`src/rtl/vertex_fetch_if.sv`:
```
// vertex_fetch_if
//   Bundles the two handshakes of the vertex fetcher.
//   - Avalon-MM read master toward SDRAM: m_address, m_read, m_waitrequest,
//     m_readdata, m_readdatavalid.
//   - Assembled-vertex stream toward the transform stage: vtx_data, vtx_valid,
//     vtx_ready.
//   Modports:
//     master : the fetcher side (drives the read request and the vertex stream)
//     slave  : the memory / downstream side
interface vertex_fetch_if #(
  parameter int ADDR_W = 26
);
  logic [ADDR_W-1:0] m_address;
  logic              m_read;
  logic              m_waitrequest;
  logic [31:0]       m_readdata;
  logic              m_readdatavalid;

  logic [95:0]       vtx_data;
  logic              vtx_valid;
  logic              vtx_ready;

  modport master (
    output m_address,
    output m_read,
    input  m_waitrequest,
    input  m_readdata,
    input  m_readdatavalid,
    output vtx_data,
    output vtx_valid,
    input  vtx_ready
  );

  modport slave (
    input  m_address,
    input  m_read,
    output m_waitrequest,
    output m_readdata,
    output m_readdatavalid,
    input  vtx_data,
    input  vtx_valid,
    output vtx_ready
  );
endinterface

```
`src/rtl/vertex_fetch.sv`:
```
// vertex_fetch
//   Fetches a vertex buffer from SDRAM when a render is kicked and streams
//   assembled {z,y,x} vertices (96 bits) through a small FIFO.
//   Buffer layout: word0 = vertex count N, vertex i at words 1+3i..3+3i (x,y,z),
//   word k at byte address base + 4k (wrapping at 2^ADDR_W).
// Ports
//   clk                 system clock
//   reset_n             asynchronous active-low reset
//   start               do_render level; a rising edge in IDLE starts a frame
//   vertex_buffer_base  byte base of the buffer, sampled when a start is accepted
//   render_done         one-cycle pulse once the last vertex has left the FIFO
//   busy                high from the accepted start through render_done
//   bus (master)        Avalon read master + vertex valid/ready stream
//
// State table
//   state   | meaning
//   S_IDLE  | waiting for a start edge
//   S_RDCNT | count word requested, waiting for its data
//   S_FETCH | reading x,y,z of vertex r_widx and pushing the assembled vertex
//   S_DRAIN | all reads done; wait for FIFO empty, then pulse render_done
module vertex_fetch #(
  parameter int ADDR_W     = 26,
  parameter int FIFO_DEPTH = 8,
  parameter int CNT_W      = 16
) (
  input  logic              clk,
  input  logic              reset_n,
  input  logic              start,
  input  logic [ADDR_W-1:0] vertex_buffer_base,
  output logic              render_done,
  output logic              busy,
  vertex_fetch_if.master    bus
);

  localparam int PTR_W = (FIFO_DEPTH > 1) ? $clog2(FIFO_DEPTH) : 1;

  typedef enum logic [1:0] {
    S_IDLE  = 2'd0,
    S_RDCNT = 2'd1,
    S_FETCH = 2'd2,
    S_DRAIN = 2'd3
  } state_t;

  state_t            r_state;
  state_t            w_state_nxt;

  logic              r_start_q;
  logic              r_read;
  logic              r_inflight;
  logic [ADDR_W-1:0] r_addr;
  logic [ADDR_W-1:0] r_ptr;
  logic [CNT_W-1:0]  r_n;
  logic [CNT_W-1:0]  r_widx;
  logic [1:0]        r_word;
  logic [31:0]       r_x;
  logic [31:0]       r_y;
  logic              r_done;

  logic [95:0]       r_mem [FIFO_DEPTH];
  logic [PTR_W-1:0]  r_wptr;
  logic [PTR_W-1:0]  r_rptr;
  logic [PTR_W:0]    r_count;

  logic              w_start_edge;
  logic              w_rvalid;
  logic              w_accept;
  logic              w_free;
  logic              w_push;
  logic              w_pop;
  logic              w_last;
  logic              w_space;
  logic [PTR_W:0]    w_count_nxt;
  logic [1:0]        w_word_nxt;
  logic [CNT_W-1:0]  w_count_rd;
  logic              w_issue;
  logic              w_issue_base;
  logic              w_done;

  assign w_start_edge = start && !r_start_q;
  // Data strobes arriving with nothing outstanding are dropped here.
  assign w_rvalid     = r_inflight && bus.m_readdatavalid;
  assign w_accept     = r_read && !bus.m_waitrequest;
  // The bus is free for a new request if nothing is pending after this cycle;
  // issuing in the data cycle keeps the rate at 2 cycles per word.
  assign w_free       = !r_read && (!r_inflight || bus.m_readdatavalid);
  assign w_push       = (r_state == S_FETCH) && w_rvalid && (r_word == 2'd2);
  assign w_pop        = (r_count != '0) && bus.vtx_ready;
  assign w_last       = (r_widx == (r_n - CNT_W'(1)));
  assign w_count_rd   = bus.m_readdata[CNT_W-1:0];
  assign w_word_nxt   = !w_rvalid ? r_word : ((r_word == 2'd2) ? 2'd0 : r_word + 2'd1);

  assign w_count_nxt  = r_count + (PTR_W+1)'(w_push) - (PTR_W+1)'(w_pop);
  // An x read reserves the FIFO slot its vertex will eventually occupy.
  assign w_space      = (w_count_nxt < (PTR_W+1)'(FIFO_DEPTH));

  always_ff @(posedge clk or negedge reset_n) begin
    if (!reset_n) begin
      r_state <= S_IDLE;
    end else begin
      r_state <= w_state_nxt;
    end
  end

  always_comb begin
    w_state_nxt  = r_state;
    w_issue      = 1'b0;
    w_issue_base = 1'b0;
    w_done       = 1'b0;
    unique case (r_state)
      S_IDLE: begin
        if (w_start_edge) begin
          w_state_nxt  = S_RDCNT;
          w_issue      = 1'b1;
          w_issue_base = 1'b1;
        end
      end
      S_RDCNT: begin
        if (w_rvalid) begin
          if (w_count_rd == '0) begin
            w_state_nxt = S_DRAIN;
          end else begin
            w_state_nxt = S_FETCH;
            w_issue     = w_space;
          end
        end
      end
      S_FETCH: begin
        if (w_push && w_last) begin
          w_state_nxt = S_DRAIN;
        end else if (w_free && ((w_word_nxt != 2'd0) || w_space)) begin
          w_issue = 1'b1;
        end
      end
      S_DRAIN: begin
        if ((r_count == '0) && !r_inflight && !r_read) begin
          w_done      = 1'b1;
          w_state_nxt = S_IDLE;
        end
      end
      default: w_state_nxt = S_IDLE;
    endcase
  end

  // Read master, address walk and vertex assembly.
  always_ff @(posedge clk or negedge reset_n) begin
    if (!reset_n) begin
      r_start_q  <= 1'b0;
      r_read     <= 1'b0;
      r_inflight <= 1'b0;
      r_addr     <= '0;
      r_ptr      <= '0;
      r_n        <= '0;
      r_widx     <= '0;
      r_word     <= 2'd0;
      r_x        <= '0;
      r_y        <= '0;
      r_done     <= 1'b0;
    end else begin
      r_start_q <= start;
      r_done    <= w_done;

      if (w_issue) begin
        r_read <= 1'b1;
        if (w_issue_base) begin
          r_addr <= vertex_buffer_base;
          r_ptr  <= vertex_buffer_base + ADDR_W'(4);
        end else begin
          r_addr <= r_ptr;
          r_ptr  <= r_ptr + ADDR_W'(4);
        end
      end else if (w_accept) begin
        r_read <= 1'b0;
      end

      if (w_accept) begin
        r_inflight <= 1'b1;
      end else if (w_rvalid) begin
        r_inflight <= 1'b0;
      end

      if ((r_state == S_IDLE) && w_start_edge) begin
        r_widx <= '0;
        r_word <= 2'd0;
      end

      if ((r_state == S_RDCNT) && w_rvalid) begin
        r_n    <= w_count_rd;
        r_widx <= '0;
      end

      if ((r_state == S_FETCH) && w_rvalid) begin
        r_word <= w_word_nxt;
        if (r_word == 2'd0) r_x <= bus.m_readdata;
        if (r_word == 2'd1) r_y <= bus.m_readdata;
        if (w_push) r_widx <= r_widx + CNT_W'(1);
      end
    end
  end

  // Vertex FIFO; storage is reset so the head reads as zero when empty.
  always_ff @(posedge clk or negedge reset_n) begin
    if (!reset_n) begin
      for (int i = 0; i < FIFO_DEPTH; i++) r_mem[i] <= '0;
      r_wptr  <= '0;
      r_rptr  <= '0;
      r_count <= '0;
    end else begin
      if (w_push) begin
        r_mem[r_wptr] <= {bus.m_readdata, r_y, r_x};
        r_wptr        <= r_wptr + PTR_W'(1);
      end
      if (w_pop) begin
        r_rptr <= r_rptr + PTR_W'(1);
      end
      r_count <= w_count_nxt;
    end
  end

  assign bus.m_read    = r_read;
  assign bus.m_address = r_addr;
  assign bus.vtx_valid = (r_count != '0);
  assign bus.vtx_data  = r_mem[r_rptr];
  assign render_done   = r_done;
  assign busy          = (r_state != S_IDLE) || r_done;

endmodule

```
`src/flat_wrapper.sv`:
```
// flat-port wrapper written by rule: the top's interface ports become plain ports
module vertex_fetch_flat 
#(
  parameter int ADDR_W     = 26,
  parameter int FIFO_DEPTH = 8,
  parameter int CNT_W      = 16
)
  (clk, reset_n, start, vertex_buffer_base, render_done, busy, bus_m_address, bus_m_read, bus_m_waitrequest, bus_m_readdata, bus_m_readdatavalid, bus_vtx_data, bus_vtx_valid, bus_vtx_ready);
  vertex_fetch_if #(.ADDR_W(ADDR_W)) bus_i ();
  input  logic clk;
  input  logic reset_n;
  input  logic start;
  input  logic [ADDR_W-1:0] vertex_buffer_base;
  output logic render_done;
  output logic busy;
  output wire logic [$bits(bus_i.m_address)-1:0] bus_m_address;
  output wire logic [$bits(bus_i.m_read)-1:0] bus_m_read;
  input wire logic [$bits(bus_i.m_waitrequest)-1:0] bus_m_waitrequest;
  input wire logic [$bits(bus_i.m_readdata)-1:0] bus_m_readdata;
  input wire logic [$bits(bus_i.m_readdatavalid)-1:0] bus_m_readdatavalid;
  output wire logic [$bits(bus_i.vtx_data)-1:0] bus_vtx_data;
  output wire logic [$bits(bus_i.vtx_valid)-1:0] bus_vtx_valid;
  input wire logic [$bits(bus_i.vtx_ready)-1:0] bus_vtx_ready;
  assign bus_m_address = bus_i.m_address;
  assign bus_m_read = bus_i.m_read;
  assign bus_i.m_waitrequest = bus_m_waitrequest;
  assign bus_i.m_readdata = bus_m_readdata;
  assign bus_i.m_readdatavalid = bus_m_readdatavalid;
  assign bus_vtx_data = bus_i.vtx_data;
  assign bus_vtx_valid = bus_i.vtx_valid;
  assign bus_i.vtx_ready = bus_vtx_ready;
  vertex_fetch #(.ADDR_W(ADDR_W), .FIFO_DEPTH(FIFO_DEPTH), .CNT_W(CNT_W)) u_core (.clk(clk), .reset_n(reset_n), .start(start), .vertex_buffer_base(vertex_buffer_base), .render_done(render_done), .busy(busy), .bus(bus_i));
endmodule
```
`config.mk`:
```
export PLATFORM = sky130hd
export DESIGN_NAME = vertex_fetch_flat
export DESIGN_NICKNAME = d
export VERILOG_FILES = /design/src/rtl/vertex_fetch_if.sv /design/src/rtl/vertex_fetch.sv /design/src/flat_wrapper.sv
export SDC_FILE = /design/constraint.sdc
export NUM_CORES = 2
export LEC_CHECK = 0
export ABC_AREA = 1
export BUFFER_PORTS_ARGS = -buffer_cell sky130_fd_sc_hd__buf_4
export CORE_ASPECT_RATIO = 0.8
export CORE_UTILIZATION = 45
export CTS_CLUSTER_SIZE = 40
export DETAILED_ROUTE_END_ITERATION = 16
export HOLD_SLACK_MARGIN = 0.08
export SYNTH_ARGS = -nofsm -noshare
export SYNTH_HDL_FRONTEND = slang
export SYNTH_SLANG_ARGS = --single-unit
```
`constraint.sdc`:
```
create_clock -name clk -period 4 [get_ports clk]
set_input_delay 0.2 -clock clk [delete_from_list [all_inputs] [get_ports clk]]
set_output_delay 0.2 -clock clk [all_outputs]
set_load 0.05 [all_outputs]
```
==> flow_metrics.py <==
metrics = {
    "setup_path": {
        "cp-start-kind": "flop",
        "reg2regPathDepth": 18,
        "critical_path_required_ps": 3800,
        "path_max_fanout": 110,
        "cp.arrival_ps": 3470,
        "cp.depth": 8,
        "crit_buf_inv": 4,
        "ff2ff_setup_slack_ps": 600,
        "max_stage_delay_ps": 640,
        "crit_path_end_kind": "output pin",
        "cpMaxStageDelayCell": "dfrtp_4",
        "cp_common_cell": "buf_4",
        "crit_path_cell_trace": "inv_8 -> buf_4 -> o21ai_0 -> o22ai_1 -> nor2_1 -> a31oi_1 -> buf_4 -> buf_4",
        "timing.rr.start": "u_core.r_state[0]$_DFFE_PN0P_",
        "timing.rr.end": "u_core.bus.m_address[1]$_DFFE_PN0P_",
        "crit_family": "buffers and inverters",
        "worst-setup-path-type": "flop to output pin",
    },
    "yosys": {
        "synth_cells": 5027,
        "synth.ff_latch_count": 934,
        "synthesis.area_um2": 41600,
        "synth_area_leaders": "dfrtp_1 56%, o21ai_0 15%, nand2_1 10%",
        "synth_cell_type_count": 37,
        "yosys_warnings": 0,
        "synth.avg_cell_area_um2": 8.27,
        "synth.top_cell.area_share_pct": 56.2,
        "ys_seq_area_share_pct": 56.2,
        "syn-num-nets": 5107,
        "synth_top_area_cell": "dfrtp_1",
    },
    "clock_network": {
        "clkSinkCount": 934,
        "cts_tree": "done",
        "postCtsSetupRepairBufs": 0,
        "root_buffer": "clkbuf_16",
        "clock_latency_ps": 670,
        "clk_pin_slew_worst_paths_ps": 60,
        "htreeDepth": 3,
        "numCtsBuffers": 96,
        "cts_max_path_buffers": 3,
    },
    "run": {
        "drv_cap": 0,
    },
    "drt": {
        "post_drt_wl_per_cell_um": 19.0,
        "wirelength_um": 121000,
        "ant_nets": 0,
        "num_vias": 34500,
        "dr.pass1.iters": 8,
        "drc": 0,
        "wl_met2_um": 52400,
        "met3_wirelength_um": 7750,
        "drt_iter0_markers": 3321,
        "m1WireLength_um": 57400,
        "highest_layer": "met5",
        "viasPerCell": 5.42,
    },
    "timing": {
        "max_slew.worst_pin.slew_ps": 1140,
        "slew_viol_final": 0,
        "worst_clock_skew_ps": 32.6,
        "hold_slack_ps": 113,
        "fin_crit_sh_pct": 91.7,
        "fmax_ghz": 0.273,
        "timing.setup.tns_ps": 0,
        "min_period_ps": 3670,
        "setup_viol_count_final": 0,
        "maxSlewHeadroom_pct": 24.2,
        "hold_viol_final": 0,
        "rsz0062_at_grt": "false",
    },
    "worst_hold_path": {
        "hold_class": "primary input to flop",
        "hold-path-endpoint": "u_core.r_mem[83]$_DFFE_PN0P_",
        "worstHoldPathCells": 3,
        "min_from": "bus_m_readdata[19]",
    },
    "floorplanning": {
        "core_um2": 91300,
        "die-height_um": 274,
        "die_w_um": 342,
        "rows": 99,
        "fp.dieArea_um2": 93600,
        "ios": 190,
        "start_util_pct": 45.5,
    },
    "layout": {
        "drive_above_1_share_pct": 9.06,
        "area_growth_syn_to_layout_pct": 15.0,
        "nets": 5148,
        "fin_util_pct": 52.3,
        "fillers": 8708,
        "layout_common_cells": "1247 x o21ai_0, 1111 x nand2_1, 932 x dfrtp_1",
        "instances_no_fill": 6356,
        "final_common_cell": "o21ai_0",
    },
    "power_and_ir_drop": {
        "cellPowerDensity_nw_per_um2": 740,
        "leakage_nw": 22.0,
        "power.total_w": 0.0353,
        "peakVddDrop_mv": 0.600,
    },
    "global_route": {
        "grt_overflow": 0,
        "grt_max_degree": 193,
        "grt_pass1_wl_um": 192000,
        "antenna_found_initial": 9,
        "track_usage_pct": 26.1,
        "grt_pass1_vias": 33100,
    },
    "placed_design": {
        "gp_congestion": 0.821,
        "dp_hpwl_um": 68400,
        "numPlacedInstances": 6134,
        "port_buffers": 189,
    },
    "run_status": {
        "status": "finished, final reports clean",
    },
}
## metal layers
metal,track usage (%),vias to the layer above
met4,7.54,6
met5,0,-
met1,39.1,16700
met2,38.8,1014
li1,-,16600
met3,4.17,176
## cell usage after synthesis (all sizes together)
cell type  instances
a31oi             97
or2                2
a21oi             19
buf               58
dfrtp            934
clkbuf           313
ha                15
xor2              32
xnor2              9
nor3              13
nand3b             2
fa                 1
nand4             10
a221oi             1
mux2i              2
nand2           1126
inv              192
o22ai             96
and3               1
nand3             83
nor2             755
nor3b              1
o21ai           1260
nor4               4
clkinv             1
## cell type report
type	count	area (µm²)	share of cell area, %
clock buffers	133	2770	5.81
clock inverters	40	487	1.02
multi-input cells	3529	16000	33.6
repair buffers	314	2840	5.93
flip-flops and latches	934	23400	48.9
inverters	193	743	1.56
diodes	1	2.50	0.00524
well taps	1212	1520	3.17
## where the power goes
group / internal, W / switching, W / leakage [nW]
clock: 0.00543 / 0.00386 / 1.62
combinational: 0.00418 / 0.0109 / 7.45
sequential: 0.0103 / 0.000689 / 12.9
total: 0.0199 / 0.0154 / 22.0
## what timing repair did
action	4_1_cts	5_1_grt
gates resized for setup	0	0
hold endpoints to repair	229	0
hold buffers	48	0
## sequential cells by signal (all words and copies together), names as in the netlist
name / count
u_core.r_state: 2
u_core.r_start_q: 1
u_core.r_word: 2
u_core.r_mem: 768
u_core.r_wptr: 3
u_core.r_widx: 16
u_core.r_ptr: 26
u_core.r_n: 16
u_core.r_inflight: 1
u_core.r_x: 32
u_core.render_done: 1
u_core.r_y: 32
u_core.r_count: 4
u_core.bus.m_read: 1
u_core.r_rptr: 3
u_core.bus.m_address: 26
## logic make-up (layout without fill, tap and decap cells)
logic type,count (synthesis),in the layout,share of synthesized area [%]
XOR/XNOR,41,41,0.864
adder cells (fa/ha/maj),16,16,0.500
multiplexers,2,2,0.0482
AND/OR/NAND/NOR,1997,1997,18.7
flip-flops,934,934,56.2
buffers and inverters,564,680,5.30
other,0,1,0
AO/OA/AOI/OAI,1473,1473,18.3
## worst max-delay path by stage
stage | startpoint | slack [ps] | to
3_3_place_gp | u_core.r_state[0]$_DFFE_PN0P_ | 760 | u_core.r_ptr[2]$_DFFE_PN0P_
4_1_cts | u_core.r_rptr[0]$_DFFE_PN0P_ | 320 | bus_vtx_data[82]
3_5_place_dp | u_core.r_state[0]$_DFFE_PN0P_ | 610 | u_core.bus.m_address[1]$_DFFE_PN0P_
5_1_grt | u_core.r_rptr[0]$_DFFE_PN0P_ | 110 | bus_vtx_data[33]
2_1_floorplan | u_core.r_count[2]$_DFF_PN0_ | 1130 | u_core.bus.m_address[0]$_DFFE_PN0P_
6_report | u_core.r_rptr[0]$_DFFE_PN0P_ | 330 | bus_vtx_data[82]
## worst reg2reg max path, stage by stage, from the launching register on
cell     delay, ps
dfrtp_1        410
inv_1          150
ha_1           220
inv_1           90
nor2_4         150
nand3_2        230
inv_2          270
ha_1           230
nand3_1         90
nand2_1         80
xnor2_1        160
nand2_1         90
nand3_1         70
inv_1           50
nand3_2         70
nand2_2        200
nand2_4        530
nand2_1        130
nand2_1         80
## through the flow
stage | instance area (µm²) | setup slack, ps
6_report | 47800 | 333
5_1_grt | 47800 | 114
4_1_cts | 47800 | 324
3_5_place_dp | 44000 | 611
3_3_place_gp | 44000 | 757
2_1_floorplan | 41600 | 1130
(Power assumes the default switching activity.)
